<file path="src/rtl/fan_speed_scheduler.sv">
// Fan speed sequencer: temperature/manual target selection, kick-start from standstill,
// then a rate-limited ramp of the PWM duty word toward the registered target.
module fan_speed_scheduler #(
   parameter logic [7:0]  T_LOW       = 8'd25,
   parameter logic [7:0]  GAIN        = 8'd16,
   parameter logic [7:0]  KICK_SPEED  = 8'd200,
   parameter int unsigned KICK_CYCLES = 64,
   parameter int unsigned RAMP_DIV    = 16,
   parameter logic [7:0]  RAMP_STEP   = 8'd8
) (
   input  logic       clk,
   input  logic       arst,
   input  logic [7:0] temp,
   input  logic       temp_valid,
   input  logic       manual_en,
   input  logic [7:0] manual_speed,
   output logic [7:0] speed,
   output logic       fan_on,
   output logic       at_target,
   output logic [1:0] state
);

   typedef enum logic [1:0] {
      StOff  = 2'd0,
      StKick = 2'd1,
      StRamp = 2'd2,
      StHold = 2'd3
   } state_e;

   localparam int unsigned CntW = (KICK_CYCLES > 1) ? $clog2(KICK_CYCLES) : 1;
   localparam int unsigned DivW = (RAMP_DIV > 1) ? $clog2(RAMP_DIV) : 1;
   localparam logic [CntW-1:0] KickLast = CntW'(KICK_CYCLES - 1);
   localparam logic [DivW-1:0] DivLast  = DivW'(RAMP_DIV - 1);

   state_e          state_q, state_d;
   logic [7:0]      temp_q, target_q, speed_q, speed_d;
   logic [CntW-1:0] cnt_q, cnt_d;
   logic [DivW-1:0] div_q, div_d;

   logic [15:0] over, prod;
   logic [7:0]  auto_target, gap, step_amt;

   // 8x8 product always fits in 16 bits, so saturation needs no wrap guard
   always_comb begin
      over = {8'd0, temp_q} - {8'd0, T_LOW};
      prod = over * {8'd0, GAIN};
      if (temp_q <= T_LOW) begin
         auto_target = 8'd0;
      end else if (prod > 16'd255) begin
         auto_target = 8'hff;
      end else begin
         auto_target = prod[7:0];
      end
   end

   always_ff @(posedge clk or posedge arst) begin
      if (arst) begin
         temp_q   <= 8'd0;
         target_q <= 8'd0;
      end else begin
         if (temp_valid) temp_q <= temp;
         target_q <= manual_en ? manual_speed : auto_target;
      end
   end

   // Step is clamped to the remaining distance so the ramp lands exactly on target
   always_comb begin
      gap      = (target_q > speed_q) ? (target_q - speed_q) : (speed_q - target_q);
      step_amt = (gap < RAMP_STEP) ? gap : RAMP_STEP;
   end

   always_comb begin
      state_d = state_q;
      speed_d = speed_q;
      cnt_d   = cnt_q;
      div_d   = div_q;
      unique case (state_q)
         StOff: begin
            speed_d = 8'd0;
            if (target_q != 8'd0) begin
               state_d = StKick;
               speed_d = KICK_SPEED;
               cnt_d   = KickLast;
            end
         end
         StKick: begin
            if (cnt_q == '0) begin
               state_d = StRamp;
               div_d   = '0;
            end else begin
               cnt_d = cnt_q - 1'b1;
            end
         end
         StRamp: begin
            if (speed_q == target_q) begin
               state_d = (target_q == 8'd0) ? StOff : StHold;
            end else if (div_q == DivLast) begin
               speed_d = (target_q > speed_q) ? (speed_q + step_amt) : (speed_q - step_amt);
               div_d   = '0;
            end else begin
               div_d = div_q + 1'b1;
            end
         end
         StHold: begin
            if (target_q != speed_q) begin
               state_d = StRamp;
               div_d   = '0;
            end
         end
         default: state_d = StOff;
      endcase
   end

   always_ff @(posedge clk or posedge arst) begin
      if (arst) begin
         state_q <= StOff;
         speed_q <= 8'd0;
         cnt_q   <= '0;
         div_q   <= '0;
      end else begin
         state_q <= state_d;
         speed_q <= speed_d;
         cnt_q   <= cnt_d;
         div_q   <= div_d;
      end
   end

   assign speed     = speed_q;
   assign state     = state_q;
   assign fan_on    = (state_q != StOff);
   assign at_target = (state_q == StHold) || ((state_q == StOff) && (target_q == 8'd0));

endmodule

</file>
<file path="config.mk">
export PLATFORM = sky130hd
export DESIGN_NAME = fan_speed_scheduler
export DESIGN_NICKNAME = d
export VERILOG_FILES = /design/src/rtl/fan_speed_scheduler.sv
export SDC_FILE = /design/constraint.sdc
export NUM_CORES = 1
export LEC_CHECK = 0
export CAP_MARGIN = 25
export CORE_MARGIN = 8
export CORE_UTILIZATION = 45
export DETAILED_ROUTE_END_ITERATION = 7
export PLACE_DENSITY_LB_ADDON = 0.12
export RECOVER_POWER = 50
export SLEW_MARGIN = 25
export SYNTH_ARGS = -nofsm -noshare
export SYNTH_HDL_FRONTEND = slang
export SYNTH_SLANG_ARGS = --single-unit
</file>
<file path="constraint.sdc">
create_clock -name clk -period 14 [get_ports clk]
set_clock_uncertainty 0.05 [all_clocks]
set_input_delay 2.1 -clock clk [delete_from_list [all_inputs] [get_ports clk]]
set_output_delay 2.1 -clock clk [all_outputs]
set_load 0.1 [all_outputs]
</file>
# After elaboration in Yosys (flattened, before gate mapping)
# Index checks and enable logic that the tools add are counted.
dict set report totals {
  reg_bits 36
  output_inout_bits 12
  inputBits 20
}
dict set report op_classes {
  add_sub_neg 7
  eq_ne 13
  order_cmp 4
  mux 24
  reduce_logical 14
}
# operator count
set ops {}
lappend ops {{$mux 8} 9}
lappend ops {{$sub 8x8->8} 3}
lappend ops {{$gt 16x8->1 const B} 1}
lappend ops {{$mux 4} 4}
lappend ops {{$pmux 8 s2} 1}
lappend ops {{$ne 2x2->1 const B} 7}
lappend ops {{$mux 6} 2}
lappend ops {{$pmux 4 s3} 1}
lappend ops {{$pmux 6 s2} 1}
lappend ops {{$mux 2} 5}
lappend ops {{$sub 8x5->9 const B} 1}
lappend ops {{$add 8x8->8} 1}
lappend ops {{$eq 8x8->1} 1}
lappend ops {{$gt 8x8->1} 1}
lappend ops {{$le 8x5->1 const B} 1}
lappend ops {{$logic_not 8->1} 1}
lappend ops {{$lt 8x4->1 const B} 1}
lappend ops {{$ne 8x8->1} 1}
lappend ops {{$pmux 2 s4} 1}
lappend ops {{$reduce_and 4->1} 2}
lappend ops {{$reduce_bool 8->1} 1}
lappend ops {{$logic_not 6->1} 1}
lappend ops {{$reduce_and 3->1} 2}
lappend ops {{$reduce_bool 2->1} 3}
lappend ops {{other kinds (9)} 10}

# Longest topological paths before layout
dict set report logic_depth {
  word_depth 9
  depth_mapped 23
  ltp_nobuf 23
}

# Worst setup path before layout
# No wires, ideal clock.
dict set report synth_timing {
  path_kind {register -> register}
  start {reg speed_q[1], in the netlist speed[1]}
  end {reg speed_q[7], in the netlist speed[7]}
  synth_period_minus_slack_ns 6.070
  setup_ns 0.123
  t_arrival_ns 5.897
  required_time_ns 13.827
  slack_ns 7.930
  stages_incl_launch_ff 21
  cell_sequence {dfrtp_1 inv_1 fa_1 nand3_1 nand2_1 a221o_1 mux2_4 xnor2_1 nand3_1 or3_1 ha_1 or4_1 a31oi_1 ha_1 o21ai_0 a21oi_1 o41ai_1 mux2i_1 nor3_1 or3_1 o221a_1}
}
dict set report synth_between {
  elab_chain_cells 9
  elab_cells_between_ends 15
}
# element line_no
set synth_lines {}
lappend synth_lines {{start: declaration} 36} ;# logic [7:0] temp_q, target_q, speed_q, speed_d;
lappend synth_lines {{start signal: assignment} 122} ;# speed_q <= speed_d;
lappend synth_lines {{$sub 8x8->8 / $gt 8x8->1 (equally long branches)} {68, 98}}
lappend synth_lines {{$mux 8} 68} ;# gap = (target_q > speed_q) ? (target_q - speed_q) : (speed_q - target_q);
lappend synth_lines {{$lt 8x4->1} 69} ;# step_amt = (gap < RAMP_STEP) ? gap : RAMP_STEP;
lappend synth_lines {{$mux 8} 69}
lappend synth_lines {{$sub 8x8->8 / $add 8x8->8 (equally long branches)} 98} ;# speed_d = (target_q > speed_q) ? (speed_q + step_amt) : (speed_q - step_amt);
lappend synth_lines {{$mux 8} 98}
lappend synth_lines {{$mux 8} 97} ;# end else if (div_q == DivLast) begin
lappend synth_lines {{$mux 8} 95} ;# if (speed_q == target_q) begin
lappend synth_lines {{$pmux 8 s2} 77} ;# unique case (state_q)
# Several ways; a longest one is shown, not always the timed one. The select of a mux whose other input is x is not followed.
# A chain may end at the register's enable or synchronous reset.

# Worst setup path after layout
dict set report layout_timing {
  start {reg speed_q[7], in the netlist speed[7]}
  end {reg speed_q[7], in the netlist speed[7]}
}
# Same word-level chain as after synthesis.

==> flow_results.xml <==
<?xml version="1.0" encoding="UTF-8"?>
<metrics>
  <group name="clock_tree">
    <metric name="worst_setup_hold_path_clk_slew" unit="ns">0.08</metric>
    <metric name="cts_hold_repair.buffers" unit="">0</metric>
    <metric name="postCtsResizedCells" unit="">0</metric>
    <metric name="cts_setup_buffers" unit="">0</metric>
    <metric name="tritoncts.num_buffers" unit="">5</metric>
    <metric name="cts_num_sinks" unit="">36</metric>
    <metric name="clock-root-buffer" unit="">sky130_fd_sc_hd__clkbuf_8</metric>
    <metric name="htree_num_levels" unit="">2</metric>
    <metric name="clock_insertion_delay_worst_skew" unit="ns">0.29</metric>
    <metric name="clk_path_buf_depth" unit="">2</metric>
    <metric name="cts_tree" unit="">yes</metric>
  </group>
  <group name="global_routing">
    <metric name="overflow" unit="">0</metric>
    <metric name="maximum_number_of_pins_on_one_net_before_global_route_repair" unit="">37</metric>
    <metric name="grt_pass1_wl" unit="um">12100</metric>
    <metric name="initial_antenna_violation_count" unit="">0</metric>
    <metric name="grt_pass1_vias" unit="">2538</metric>
    <metric name="track_usage" unit="%">16.7</metric>
  </group>
  <group name="sta">
    <metric name="setup_repair_after_global_routing_missed_its_margin" unit="">false</metric>
    <metric name="relSlewSlack" unit="%">-31.1</metric>
    <metric name="report.final.slew_viol_count" unit="">37</metric>
    <metric name="maxClockFrequency" unit="MHz">161</metric>
    <metric name="fin_crit" unit="ns">6.20</metric>
    <metric name="min_period_over_period" unit="%">44.3</metric>
    <metric name="report.final.hold_viol_count" unit="">0</metric>
    <metric name="total_neg_setup_slack" unit="ns">0</metric>
    <metric name="setup_viol" unit="">0</metric>
    <metric name="worstMarginPinSlew" unit="ns">1.97</metric>
  </group>
  <group name="floorplanning">
    <metric name="die_width" unit="um">96.3</metric>
    <metric name="boundary_pins" unit="">32</metric>
    <metric name="die_y" unit="um">96.3</metric>
    <metric name="floorplan.initialDensity" unit="%">46.2</metric>
    <metric name="placementRows" unit="">29</metric>
    <metric name="design.die.area" unit="mm2">0.00927</metric>
    <metric name="core_region_area" unit="mm2">0.00628</metric>
  </group>
  <group name="yosys">
    <metric name="synth_ff_type" unit="">sky130_fd_sc_hd__dfrtp_1</metric>
    <metric name="syn-cell-area" unit="mm2">0.00290</metric>
    <metric name="number_of_nets_produced_by_synthesis" unit="">388</metric>
    <metric name="synthDominantAreaCellType" unit="">sky130_fd_sc_hd__dfrtp_1</metric>
    <metric name="netlist.area_leader.share" unit="%">31.1</metric>
    <metric name="synth-seq-area-share" unit="%">31.1</metric>
    <metric name="number_of_enable_flip_flop_cells_after_synthesis" unit="">0</metric>
    <metric name="ys_ff_latch" unit="">36</metric>
    <metric name="yosysWarningCount" unit="">0</metric>
    <metric name="synth_top_cells_by_area" unit="">sky130_fd_sc_hd__dfrtp_1 (31%), sky130_fd_sc_hd__ha_1 (12%), sky130_fd_sc_hd__nand2_1 (4.4%), sky130_fd_sc_hd__a21oi_1 (3.8%), sky130_fd_sc_hd__o21ai_0 (3.8%)</metric>
    <metric name="syn_area_per_cell" unit="um2">8.61</metric>
    <metric name="synthMostInstantiatedCell" unit="">sky130_fd_sc_hd__dfrtp_1</metric>
    <metric name="synthArstFlopShare" unit="%">100</metric>
    <metric name="synth_cell_types" unit="">51</metric>
    <metric name="synth_common_cells" unit="">sky130_fd_sc_hd__dfrtp_1 (36), sky130_fd_sc_hd__nand2_1 (34), sky130_fd_sc_hd__ha_1 (28)</metric>
    <metric name="synthCells" unit="">337</metric>
  </group>
  <group name="drt">
    <metric name="vias" unit="">2482</metric>
    <metric name="remaining_drc_errors" unit="">0</metric>
    <metric name="detail-route-antenna-nets" unit="">0</metric>
    <metric name="dr.pass1.iters" unit="">4</metric>
    <metric name="vias_per_cell" unit="">5.59</metric>
    <metric name="post_drt_wl_per_cell" unit="um">15.7</metric>
    <metric name="detail_route.wirelength" unit="um">6980</metric>
    <metric name="drt_iter0_drc" unit="">110</metric>
  </group>
  <group name="critical_path">
    <metric name="path_cells" unit="">inv_1 &gt; ha_1 &gt; nand4_1 &gt; a21o_1 &gt; a21oi_4 &gt; mux2_4 &gt; xnor2_1 &gt; nand3_1 &gt; or3_1 &gt; ha_1 &gt; or4_1 &gt; a31oi_1 &gt; ha_1 &gt; o21ai_0 &gt; a21oi_1 &gt; o41ai_1 &gt; mux2i_1 &gt; nor3_1 &gt; or3_1 &gt; o221a_1</metric>
    <metric name="reg2reg_setup_slack" unit="ns">7.80</metric>
    <metric name="slowest_delay" unit="ns">0.71</metric>
    <metric name="worst_r2r_endpoint" unit="">speed[7]$_DFFE_PP0P_</metric>
    <metric name="end_kind" unit="">flop</metric>
    <metric name="reg2reg_from" unit="">speed[7]$_DFFE_PP0P_</metric>
    <metric name="cp_startpoint" unit="">speed[7]$_DFFE_PP0P_</metric>
    <metric name="cp_common_cell" unit="">sky130_fd_sc_hd__ha_1</metric>
    <metric name="start_kind" unit="">flop</metric>
    <metric name="critical_path_required" unit="ns">14.13</metric>
    <metric name="worstSetupPathType" unit="">flop to flop</metric>
    <metric name="setup.worst_path.end" unit="">speed[7]$_DFFE_PP0P_</metric>
    <metric name="rr_worst_depth" unit="">20</metric>
    <metric name="crit_path_top_delay_cell" unit="">sky130_fd_sc_hd__o41ai_1</metric>
    <metric name="timing.critical_path.fanout_max" unit="">16</metric>
    <metric name="worst_ep_arrival_time" unit="ns">6.33</metric>
  </group>
  <group name="layout">
    <metric name="num-nets-final" unit="">417</metric>
    <metric name="flow.area_growth_from_synthesis" unit="%">15.4</metric>
    <metric name="antenna_diode_count" unit="">0</metric>
    <metric name="post_route_cells_drive_above_1_share" unit="%">4.90</metric>
    <metric name="finish.cell_count_without_fillers" unit="">444</metric>
  </group>
  <group name="run_status">
    <metric name="failed_checks" unit="">capacitance limit, slew limit</metric>
    <metric name="outcome" unit="">complete, but fails checks</metric>
  </group>
  <group name="pwr">
    <metric name="p_leak" unit="uW">0.00144</metric>
    <metric name="vdd.ir_drop.worst" unit="mV">0.0899</metric>
    <metric name="power.density" unit="mW/mm2">204</metric>
  </group>
  <group name="job">
    <metric name="cap_viol_max_count" unit="">1</metric>
  </group>
  <group name="placement">
    <metric name="gpl.final_weighted_congestion" unit="">0.909</metric>
    <metric name="count_of_buffers_from_port_buffering" unit="">31</metric>
    <metric name="dp_cells" unit="">436</metric>
    <metric name="hpwlAfterDp" unit="um">5540</metric>
  </group>
  <group name="worst_hold_path">
    <metric name="hold_class" unit="">flop to flop</metric>
  </group>
</metrics>
-- sequential cells by signal, summed over array words and instances, names as in the netlist --
name,count
cnt_q,6
temp_q,8
state,2
div_q,4
speed,8
target_q,8
-- cell type report --
| cell class | count | area [um2] |
|---|---|---|
| clock buffer | 6 | 72.6 |
| tap | 77 | 96.3 |
| clock inverter | 2 | 16.3 |
| inverter | 26 | 97.6 |
| multi-input combinational | 265 | 1850 |
| fill | 597 | 2930 |
| timing repair buffer | 32 | 314 |
| sequential | 36 | 901 |
-- worst max-delay path, delay by kind of cell (launching register included) --
family / cells / cell delay [ns]
adders and majority gates: 3 / 0.92
DFF: 1 / 0.46
buffers and inverters: 1 / 0.11
xor gates and xnor gates: 1 / 0.13
muxes: 2 / 0.63
AOI/OAI and AO/OA: 7 / 2.05
and+or+nand+nor: 6 / 1.74
-- stage by stage --
| step | worst slack [ns] | power [uW] | utilization [%] | hold WS, ns | area [um2] |
|---|---|---|---|---|---|
| after floorplan | 7.93 | 513 | - | 0.395 | 2900 |
| after detailed placement | 7.89 | 606 | 52.0 | 0.428 | 3260 |
| final | 7.80 | 682 | 53.3 | 0.448 | 3350 |
| after global routing | 7.31 | 745 | 53.3 | 0.489 | 3350 |
| after global placement | 8.11 | 604 | 52.0 | 0.427 | 3260 |
| after CTS | 7.82 | 685 | 53.4 | 0.442 | 3350 |
-- power by group --
group,total (uW),internal (uW),switching (uW)
clock network,75.9,35.4,40.5
logic,453,173,280
registers,154,127,27.3
-- metal layers --
metal / vias to the layer above / share of wire, % / global-route usage, %
li1: 1240 / - / -
met1: 1159 / 46 / 20.5
met2: 70 / 47 / 27.8
met3: 13 / 5.2 / 3.59
met4: 0 / 2.5 / 6.53
met5: - / 0 / 0
-- worst min path at each step --
stage | from | slack [ns] | to | depth (start not counted)
floorplan | div_q[3]$_DFFE_PP0P_ | 0.39 | div_q[3]$_DFFE_PP0P_ | 1
global placement | div_q[3]$_DFFE_PP0P_ | 0.43 | div_q[3]$_DFFE_PP0P_ | 1
detailed placement | div_q[3]$_DFFE_PP0P_ | 0.43 | div_q[3]$_DFFE_PP0P_ | 1
CTS | div_q[3]$_DFFE_PP0P_ | 0.44 | div_q[3]$_DFFE_PP0P_ | 1
global route | div_q[3]$_DFFE_PP0P_ | 0.49 | div_q[3]$_DFFE_PP0P_ | 1
finish | div_q[3]$_DFFE_PP0P_ | 0.45 | div_q[3]$_DFFE_PP0P_ | 1
-- layout by cell type, fill, tap and decap left out, types with 4 or more instances in the layout --
master / count
sky130_fd_sc_hd__a21o_1: 9
sky130_fd_sc_hd__a21oi_1: 22
sky130_fd_sc_hd__a22o_1: 4
sky130_fd_sc_hd__clkbuf_8: 5
sky130_fd_sc_hd__clkdlybuf4s50_1: 30
sky130_fd_sc_hd__dfrtp_1: 36
sky130_fd_sc_hd__ha_1: 28
sky130_fd_sc_hd__inv_1: 26
sky130_fd_sc_hd__mux2_2: 5
sky130_fd_sc_hd__mux2i_1: 5
sky130_fd_sc_hd__nand2_1: 34
sky130_fd_sc_hd__nand2b_1: 10
sky130_fd_sc_hd__nand3_1: 6
sky130_fd_sc_hd__nor2_1: 24
sky130_fd_sc_hd__nor2b_1: 10
sky130_fd_sc_hd__nor3_1: 10
sky130_fd_sc_hd__nor4_1: 6
sky130_fd_sc_hd__o21a_1: 6
sky130_fd_sc_hd__o21ai_0: 22
sky130_fd_sc_hd__o21ai_1: 4
sky130_fd_sc_hd__xnor2_1: 10
sky130_fd_sc_hd__xor2_1: 7
-- cells by family (layout without fill, tap and decap cells) --
logic type,after synthesis,in the layout,synth area share (%)
simple gates,113,113,18.7
fa+ha+maj,31,31,14.2
buf+inv,36,66,5.18
compound gates,93,93,21.6
xor+xnor,17,17,5.13
flops,36,36,31.1
mux,11,11,4.18
(Power assumes the default switching activity.)
